### config.mk
export PLATFORM = sky130hd
export DESIGN_NAME = sm83_irq_dispatch_flat
export DESIGN_NICKNAME = d
export VERILOG_FILES = /design/src/rtl/sm83_irq_dispatch_if.sv /design/src/rtl/sm83_irq_dispatch.sv /design/src/flat_wrapper.sv
export SDC_FILE = /design/constraint.sdc
export NUM_CORES = 1
export LEC_CHECK = 0
export BUFFER_PORTS_ARGS = -buffer_cell sky130_fd_sc_hd__buf_4
export CELL_PAD_IN_SITES_DETAIL_PLACEMENT = 1
export CELL_PAD_IN_SITES_GLOBAL_PLACEMENT = 1
export CORE_UTILIZATION = 35
export CTS_BUF_LIST = sky130_fd_sc_hd__clkbuf_8
export DETAILED_ROUTE_END_ITERATION = 12
export HOLD_SLACK_MARGIN = 0.06
export PLACE_DENSITY = 0.9
export SLEW_MARGIN = 30
export SYNTH_ARGS = -nofsm -noshare
export SYNTH_HDL_FRONTEND = slang
export SYNTH_SLANG_ARGS = --single-unit
### constraint.sdc
create_clock -name clk -period 4.25 [get_ports clk]
set_input_delay 0.6375 -clock clk [delete_from_list [all_inputs] [get_ports clk]]
set_output_delay 0.6375 -clock clk [all_outputs]
set_load 0.02 [all_outputs]
### src/rtl/sm83_irq_dispatch_if.sv
// Signal bundle between the SM83 decoder/datapath (master) and the interrupt
// dispatch sequencer (slave).
interface sm83_irq_dispatch_if #(
  parameter int NUM_IRQ = 5
);
  logic               mcyc_en;
  logic               instr_boundary;
  logic               ctl_ei;
  logic               ctl_di;
  logic               ctl_reti;
  logic               ctl_halt;
  logic [NUM_IRQ-1:0] irq_src;
  logic               if_wr;
  logic               ie_wr;
  logic [7:0]         reg_wdata;
  logic [7:0]         if_q;
  logic [7:0]         ie_q;
  logic               ime_q;
  logic               halt_q;
  logic               disp_busy;
  logic               disp_sp_dec;
  logic               disp_mem_wr;
  logic               disp_wsel_msb;
  logic               disp_pc_load;
  logic [15:0]        disp_vector;

  modport master (
    output mcyc_en, instr_boundary, ctl_ei, ctl_di, ctl_reti, ctl_halt,
           irq_src, if_wr, ie_wr, reg_wdata,
    input  if_q, ie_q, ime_q, halt_q, disp_busy, disp_sp_dec, disp_mem_wr,
           disp_wsel_msb, disp_pc_load, disp_vector
  );

  modport slave (
    input  mcyc_en, instr_boundary, ctl_ei, ctl_di, ctl_reti, ctl_halt,
           irq_src, if_wr, ie_wr, reg_wdata,
    output if_q, ie_q, ime_q, halt_q, disp_busy, disp_sp_dec, disp_mem_wr,
           disp_wsel_msb, disp_pc_load, disp_vector
  );
endinterface

### src/rtl/sm83_irq_dispatch.sv
// SM83 interrupt controller: IF/IE/IME, EI delay, HALT wake-up and the
// 5 M-cycle dispatch sequence that pushes PC and jumps to the vector.
module sm83_irq_dispatch #(
  parameter int          NUM_IRQ  = 5,
  parameter logic [15:0] VEC_BASE = 16'h0040
) (
  input logic                clk,
  input logic                rst_n,
  sm83_irq_dispatch_if.slave bus
);

  localparam int SEL_W = (NUM_IRQ > 1) ? $clog2(NUM_IRQ) : 1;

  typedef enum logic [2:0] {IDLE, D1, D2, D3, D4, D5} state_t;

  state_t             state;
  logic [NUM_IRQ-1:0] if_flags;
  logic [7:0]         ie_mask;
  logic               ime;
  logic               ei_pend;
  logic               halt;
  logic               busy;
  logic               sp_dec;
  logic               mem_wr;
  logic               wsel_msb;
  logic               pc_load;
  logic [15:0]        vector;

  logic [NUM_IRQ-1:0] pending;
  logic [NUM_IRQ-1:0] if_next;
  logic [SEL_W-1:0]   sel;
  logic               any_pending;
  logic               start;

  // Lowest pending bit wins; the IF clear of a dispatch yields to a same-clk request.
  always_comb begin
    pending     = ie_mask[NUM_IRQ-1:0] & if_flags;
    any_pending = |pending;
    sel         = '0;
    for (int i = NUM_IRQ - 1; i >= 0; i--) begin
      if (pending[i]) sel = SEL_W'(i);
    end
    start   = (state == IDLE) && ime && any_pending && (bus.instr_boundary || halt);
    if_next = bus.if_wr ? bus.reg_wdata[NUM_IRQ-1:0] : if_flags;
    if (bus.mcyc_en && (state == D4) && any_pending) if_next[sel] = 1'b0;
    if_next = if_next | bus.irq_src;
  end

  always_ff @(posedge clk or negedge rst_n) begin
    if (!rst_n) begin
      if_flags <= '0;
      ie_mask  <= 8'h00;
    end else begin
      if_flags <= if_next;
      if (bus.ie_wr) ie_mask <= bus.reg_wdata;
    end
  end

  always_ff @(posedge clk or negedge rst_n) begin
    if (!rst_n) begin
      state    <= IDLE;
      ime      <= 1'b0;
      ei_pend  <= 1'b0;
      halt     <= 1'b0;
      busy     <= 1'b0;
      sp_dec   <= 1'b0;
      mem_wr   <= 1'b0;
      wsel_msb <= 1'b0;
      pc_load  <= 1'b0;
      vector   <= 16'h0000;
    end else if (bus.mcyc_en) begin
      sp_dec   <= 1'b0;
      mem_wr   <= 1'b0;
      wsel_msb <= 1'b0;
      pc_load  <= 1'b0;

      // A pending request always wakes the core, even with IME clear.
      if (any_pending) halt <= 1'b0;
      else if (bus.ctl_halt && (state == IDLE)) halt <= 1'b1;

      case (state)
        IDLE: begin
          if (start) begin
            state   <= D1;
            busy    <= 1'b1;
            ime     <= 1'b0;
            ei_pend <= 1'b0;
          end else if (bus.ctl_di) begin
            ime     <= 1'b0;
            ei_pend <= 1'b0;
          end else begin
            if (bus.ctl_reti || (ei_pend && bus.instr_boundary)) ime <= 1'b1;
            if (bus.ctl_ei) ei_pend <= 1'b1;
            else if (ei_pend && bus.instr_boundary) ei_pend <= 1'b0;
          end
        end
        D1: begin
          state  <= D2;
          sp_dec <= 1'b1;
        end
        D2: begin
          state    <= D3;
          sp_dec   <= 1'b1;
          mem_wr   <= 1'b1;
          wsel_msb <= 1'b1;
        end
        D3: begin
          state  <= D4;
          mem_wr <= 1'b1;
        end
        D4: begin
          // Pending is re-read here so an IE write done by the high-byte push can cancel the jump.
          state   <= D5;
          pc_load <= 1'b1;
          vector  <= any_pending ? (VEC_BASE + (16'(sel) << 3)) : 16'h0000;
        end
        D5: begin
          state <= IDLE;
          busy  <= 1'b0;
        end
        default: begin
          state <= IDLE;
          busy  <= 1'b0;
        end
      endcase
    end
  end

  assign bus.if_q          = {{(8 - NUM_IRQ){1'b1}}, if_flags};
  assign bus.ie_q          = ie_mask;
  assign bus.ime_q         = ime;
  assign bus.halt_q        = halt;
  assign bus.disp_busy     = busy;
  assign bus.disp_sp_dec   = sp_dec;
  assign bus.disp_mem_wr   = mem_wr;
  assign bus.disp_wsel_msb = wsel_msb;
  assign bus.disp_pc_load  = pc_load;
  assign bus.disp_vector   = vector;

endmodule
### src/flat_wrapper.sv
// flat-port wrapper written by rule: the top's interface ports become plain ports
module sm83_irq_dispatch_flat 
#(
  parameter int          NUM_IRQ  = 5,
  parameter logic [15:0] VEC_BASE = 16'h0040
)
  (clk, rst_n, bus_mcyc_en, bus_instr_boundary, bus_ctl_ei, bus_ctl_di, bus_ctl_reti, bus_ctl_halt, bus_irq_src, bus_if_wr, bus_ie_wr, bus_reg_wdata, bus_if_q, bus_ie_q, bus_ime_q, bus_halt_q, bus_disp_busy, bus_disp_sp_dec, bus_disp_mem_wr, bus_disp_wsel_msb, bus_disp_pc_load, bus_disp_vector);
  sm83_irq_dispatch_if #(.NUM_IRQ(NUM_IRQ)) bus_i ();
  input logic clk;
  input logic rst_n;
  input wire logic [$bits(bus_i.mcyc_en)-1:0] bus_mcyc_en;
  input wire logic [$bits(bus_i.instr_boundary)-1:0] bus_instr_boundary;
  input wire logic [$bits(bus_i.ctl_ei)-1:0] bus_ctl_ei;
  input wire logic [$bits(bus_i.ctl_di)-1:0] bus_ctl_di;
  input wire logic [$bits(bus_i.ctl_reti)-1:0] bus_ctl_reti;
  input wire logic [$bits(bus_i.ctl_halt)-1:0] bus_ctl_halt;
  input wire logic [$bits(bus_i.irq_src)-1:0] bus_irq_src;
  input wire logic [$bits(bus_i.if_wr)-1:0] bus_if_wr;
  input wire logic [$bits(bus_i.ie_wr)-1:0] bus_ie_wr;
  input wire logic [$bits(bus_i.reg_wdata)-1:0] bus_reg_wdata;
  output wire logic [$bits(bus_i.if_q)-1:0] bus_if_q;
  output wire logic [$bits(bus_i.ie_q)-1:0] bus_ie_q;
  output wire logic [$bits(bus_i.ime_q)-1:0] bus_ime_q;
  output wire logic [$bits(bus_i.halt_q)-1:0] bus_halt_q;
  output wire logic [$bits(bus_i.disp_busy)-1:0] bus_disp_busy;
  output wire logic [$bits(bus_i.disp_sp_dec)-1:0] bus_disp_sp_dec;
  output wire logic [$bits(bus_i.disp_mem_wr)-1:0] bus_disp_mem_wr;
  output wire logic [$bits(bus_i.disp_wsel_msb)-1:0] bus_disp_wsel_msb;
  output wire logic [$bits(bus_i.disp_pc_load)-1:0] bus_disp_pc_load;
  output wire logic [$bits(bus_i.disp_vector)-1:0] bus_disp_vector;
  assign bus_i.mcyc_en = bus_mcyc_en;
  assign bus_i.instr_boundary = bus_instr_boundary;
  assign bus_i.ctl_ei = bus_ctl_ei;
  assign bus_i.ctl_di = bus_ctl_di;
  assign bus_i.ctl_reti = bus_ctl_reti;
  assign bus_i.ctl_halt = bus_ctl_halt;
  assign bus_i.irq_src = bus_irq_src;
  assign bus_i.if_wr = bus_if_wr;
  assign bus_i.ie_wr = bus_ie_wr;
  assign bus_i.reg_wdata = bus_reg_wdata;
  assign bus_if_q = bus_i.if_q;
  assign bus_ie_q = bus_i.ie_q;
  assign bus_ime_q = bus_i.ime_q;
  assign bus_halt_q = bus_i.halt_q;
  assign bus_disp_busy = bus_i.disp_busy;
  assign bus_disp_sp_dec = bus_i.disp_sp_dec;
  assign bus_disp_mem_wr = bus_i.disp_mem_wr;
  assign bus_disp_wsel_msb = bus_i.disp_wsel_msb;
  assign bus_disp_pc_load = bus_i.disp_pc_load;
  assign bus_disp_vector = bus_i.disp_vector;
  sm83_irq_dispatch #(.NUM_IRQ(NUM_IRQ), .VEC_BASE(VEC_BASE)) u_core (.clk(clk), .rst_n(rst_n), .bus(bus_i));
endmodule
==> run_summary.xml <==
<?xml version="1.0" encoding="UTF-8"?>
<metrics>
  <group name="logic_synthesis">
    <metric name="post_synth_mux_area_share" unit="">0.100</metric>
    <metric name="dominant_combinational_cell_family_by_area_after_synthesis" unit="">compound AO/OA/AOI/OAI gates</metric>
    <metric name="asyncSetResetFlopFracSynth" unit="">1.00</metric>
    <metric name="synth.ff_latch_count" unit="">28</metric>
    <metric name="synth.top_cells.by_count" unit="">sky130_fd_sc_hd__dfrtp_1, sky130_fd_sc_hd__buf_4, sky130_fd_sc_hd__nand2_1, sky130_fd_sc_hd__mux2_2, sky130_fd_sc_hd__o21ai_0</metric>
    <metric name="synth_compound_gate_area_share" unit="">0.162</metric>
    <metric name="netlist_top_cells_area" unit="">sky130_fd_sc_hd__dfrtp_1, sky130_fd_sc_hd__buf_4, sky130_fd_sc_hd__mux2_2</metric>
    <metric name="postSynth.topFlopCell" unit="">sky130_fd_sc_hd__dfrtp_1</metric>
    <metric name="post_synth_instance_area" unit="um^2">1420</metric>
    <metric name="synth_xor_xnor_area_share" unit="">0.00616</metric>
    <metric name="synth-edff-count" unit="">0</metric>
    <metric name="post_synth_fa_ha_maj_area_fraction" unit="">0</metric>
    <metric name="synthCells" unit="">135</metric>
    <metric name="synthesis.area_per_instance" unit="um^2">10.5</metric>
    <metric name="yosysTopAreaCellShare" unit="">0.493</metric>
    <metric name="synth.lib_cells_used.distinct" unit="">38</metric>
    <metric name="synth_largest_area_cell" unit="">sky130_fd_sc_hd__dfrtp_1</metric>
    <metric name="yosys.area_share.simple" unit="">0.126</metric>
    <metric name="synth-warning-count" unit="">0</metric>
    <metric name="most_numerous_cell_in_the_yosys_netlist" unit="">sky130_fd_sc_hd__dfrtp_1</metric>
    <metric name="ys_seq_area_frac" unit="">0.493</metric>
  </group>
  <group name="global_route">
    <metric name="grt_start_max_net_pins" unit="">29</metric>
    <metric name="grt_overflow" unit="">0</metric>
    <metric name="grt_first_pass_wirelength" unit="um">5270</metric>
    <metric name="first_global_vias" unit="">1085</metric>
    <metric name="antenna_found_initial" unit="">0</metric>
    <metric name="globalRouteTotalUtil" unit="">0.164</metric>
  </group>
  <group name="pwr">
    <metric name="switchingPower" unit="uW">351</metric>
    <metric name="power.density_cell_area" unit="nW/um^2">517</metric>
    <metric name="internal_power_of_the_cells" unit="uW">569</metric>
    <metric name="seq_power_share" unit="">0.459</metric>
    <metric name="design_power_total" unit="uW">920</metric>
    <metric name="proportion_of_power_drawn_by_the_clock_network" unit="">0.153</metric>
    <metric name="p_sw_frac" unit="">0.382</metric>
    <metric name="share_comb_of_total_power" unit="">0.387</metric>
    <metric name="worst_ir_drop_vdd" unit="mV">0.221</metric>
    <metric name="leakage" unit="nW">0.846</metric>
  </group>
  <group name="sta">
    <metric name="maxClockFrequency" unit="MHz">562</metric>
    <metric name="timing.final.setup_violations" unit="">0</metric>
    <metric name="setup_repair_after_global_routing_missed_its_margin" unit="">false</metric>
    <metric name="finalMaxSlewViolations" unit="">0</metric>
    <metric name="timing.final.hold_violations" unit="">0</metric>
    <metric name="relSlewSlack" unit="">0.588</metric>
    <metric name="finClkSkew" unit="ns">0.00188</metric>
    <metric name="period_needed" unit="ns">1.78</metric>
    <metric name="final.period_utilization" unit="">0.419</metric>
    <metric name="setup_total_negative_slack" unit="ns">0</metric>
    <metric name="max_slew.worst_pin.slew" unit="ns">0.617</metric>
    <metric name="setup_slack_after_layout" unit="ns">2.47</metric>
  </group>
  <group name="setup_path">
    <metric name="crit_arrival" unit="ns">1.92</metric>
    <metric name="worst-r2r-cell-count" unit="">4</metric>
    <metric name="critPathMaxFanout" unit="">14</metric>
    <metric name="critical_path.startpoint_type" unit="">flip-flop</metric>
    <metric name="cp_data_required_time" unit="ns">4.39</metric>
    <metric name="setup.worst_path.class" unit="">flip-flop to flip-flop</metric>
    <metric name="timing.critical_path.to_type" unit="">flip-flop</metric>
  </group>
  <group name="route">
    <metric name="drt_first_iter_violations" unit="">45</metric>
    <metric name="average_wire_per_standard_cell" unit="um">14.6</metric>
    <metric name="detailedRoute.firstPassIterationCount" unit="">4</metric>
    <metric name="drc" unit="">0</metric>
    <metric name="dr_total_vias" unit="">1118</metric>
    <metric name="antenna_violating_nets_post_route" unit="">0</metric>
    <metric name="detail_route.wirelength" unit="um">3280</metric>
    <metric name="vias_per_cell" unit="">4.99</metric>
  </group>
  <group name="floorplanning">
    <metric name="die_wd" unit="um">65.8</metric>
    <metric name="rows" unit="">22</metric>
    <metric name="design.die.area" unit="um^2">4320</metric>
    <metric name="floorplan.initialDensity" unit="">0.377</metric>
    <metric name="dieHeight" unit="um">65.8</metric>
    <metric name="core_area" unit="um^2">3770</metric>
    <metric name="io_pins" unit="">62</metric>
  </group>
  <group name="cts">
    <metric name="clk_pin_slew_worst_paths" unit="ns">0.09</metric>
    <metric name="worst_skew_pair.late_latency" unit="ns">0.27</metric>
    <metric name="tritoncts_clock_tree" unit="">built</metric>
    <metric name="cts.sinks" unit="">28</metric>
    <metric name="holdBufCountCts" unit="">0</metric>
    <metric name="cts_buffer_depth" unit="">2</metric>
    <metric name="clk_root_buffer_cell" unit="">sky130_fd_sc_hd__clkbuf_8</metric>
    <metric name="htree_num_levels" unit="">1</metric>
    <metric name="cts_setup_buffers" unit="">0</metric>
    <metric name="post_cts_resize_count" unit="">0</metric>
    <metric name="cts_inserted_buffers" unit="">3</metric>
  </group>
  <group name="run">
    <metric name="max_cap_violations" unit="">0</metric>
  </group>
  <group name="layout">
    <metric name="final_nets" unit="">201</metric>
    <metric name="final_cell_area" unit="um^2">1780</metric>
    <metric name="n_antenna_cell" unit="">0</metric>
    <metric name="multi_input_area" unit="um^2">617</metric>
    <metric name="syn_to_final_growth" unit="%">25.1</metric>
    <metric name="final_cells" unit="">224</metric>
    <metric name="layout.area.seq" unit="um^2">701</metric>
    <metric name="fillerInstances" unit="">437</metric>
    <metric name="post_route_cells_drive_above_1_share" unit="">0.364</metric>
  </group>
  <group name="placed_design">
    <metric name="post_place_setup_slack" unit="ns">2.50</metric>
    <metric name="place.detailed.instances" unit="">221</metric>
    <metric name="hpwl" unit="um">2510</metric>
    <metric name="io_buffers" unit="">46</metric>
    <metric name="placed_area" unit="um^2">1740</metric>
    <metric name="routabilityCongestion" unit="">0.758</metric>
  </group>
  <group name="run_status">
    <metric name="status" unit="">finished clean</metric>
  </group>
  <group name="hold_path">
    <metric name="hold_path_class" unit="">primary input to asynchronous set/reset pin</metric>
  </group>
</metrics>
flip-flops by register name, summed over array words and instances, names as in the netlist:
name                      count
u_core.bus.disp_mem_wr        1
u_core.state                  3
u_core.bus.ie_q               8
u_core.bus.halt_q             1
u_core.bus.disp_pc_load       1
u_core.bus.ime_q              1
u_core.bus.disp_vector        4
u_core.bus.disp_sp_dec        1
u_core.bus.disp_busy          1
u_core.ei_pend                1
u_core.if_flags               5
u_core.bus.disp_wsel_msb      1
final cells by class:
| cell class | count | share of cell area |
|---|---|---|
| Inverter | 4 | 0.00844 |
| Sequential cell | 28 | 0.394 |
| Tap cell | 48 | 0.0338 |
| Clock buffer | 3 | 0.0232 |
| Timing Repair Buffer | 46 | 0.194 |
| Multi-Input combinational cell | 95 | 0.347 |
final timing paths:
path,endpoint,slack (ns),start
worst max-delay path,u_core.ei_pend,2.47,u_core.state[0]
worst min-delay path,u_core.bus.ie_q[7],0.27,rst_n
worst max register to register,u_core.ei_pend,2.47,u_core.state[0]
worst min register to register,u_core.bus.disp_vector[5],0.50,u_core.bus.disp_vector[5]
max in group asynchronous,u_core.bus.disp_vector[5],3.71,rst_n
min in group clk,u_core.bus.disp_vector[5],0.50,u_core.bus.disp_vector[5]
placed cells by master, fill, tap and decap left out, types with 2 or more instances in the layout:
cell type,netlist,routed
sky130_fd_sc_hd__buf_4,15,46
sky130_fd_sc_hd__dfrtp_1,28,28
sky130_fd_sc_hd__conb_1,2,15
sky130_fd_sc_hd__nand2_1,14,14
sky130_fd_sc_hd__mux2_2,10,10
sky130_fd_sc_hd__o21ai_0,6,6
sky130_fd_sc_hd__a21oi_1,5,5
sky130_fd_sc_hd__nor2_1,5,5
sky130_fd_sc_hd__inv_1,4,4
sky130_fd_sc_hd__a21o_1,3,3
sky130_fd_sc_hd__mux2i_1,3,3
sky130_fd_sc_hd__o21bai_1,3,3
sky130_fd_sc_hd__o22ai_1,3,3
sky130_fd_sc_hd__clkbuf_8,0,3
sky130_fd_sc_hd__a32o_1,2,2
sky130_fd_sc_hd__a22oi_1,2,2
sky130_fd_sc_hd__nor2b_1,2,2
sky130_fd_sc_hd__nand3_1,2,2
sky130_fd_sc_hd__a211oi_2,2,2
cell families (layout without fill, tap and decap cells):
kind of cell / Yosys count / count (layout)
AO/OA/AOI/OAI: 32 / 32
XOR/XNOR: 1 / 1
buffers and inverters: 25 / 53
flip-flops: 28 / 28
multiplexers: 13 / 13
other: 2 / 15
AND/OR/NAND/NOR: 34 / 34
per-stage QoR:
stage               utilization  hold WS [ns]
detailed placement        0.461         0.488
finish                    0.472         0.273
CTS                       0.472         0.276
global route              0.472         0.290
floorplan                     -         0.342
global placement          0.461         0.479
worst max-delay path, cell delays in order, from the launching register on:
cell	delay, ns
sky130_fd_sc_hd__dfrtp_1	0.55
sky130_fd_sc_hd__or4b_1	0.58
sky130_fd_sc_hd__a211oi_2	0.26
sky130_fd_sc_hd__or2_1	0.19
sky130_fd_sc_hd__o22ai_1	0.07
layer usage:
metal  wire length, um  vias to the layer above  GRT usage
met5                 0                        -          0
met4                36                        0     0.0571
met3               208                        4     0.0313
met2              1570                       40      0.265
met1              1460                      545      0.216
li1                  -                      529          -
power groups by stage:
stage	Combinational (mW)	Clock (mW)	Sequential (mW)
floorplan	0.208	0	0.446
global route	0.388	0.162	0.436
global placement	0.349	0	0.426
finish	0.356	0.141	0.423
detailed placement	0.361	0	0.428
CTS	0.361	0.151	0.423
Power figures use the tool's default switching activity.
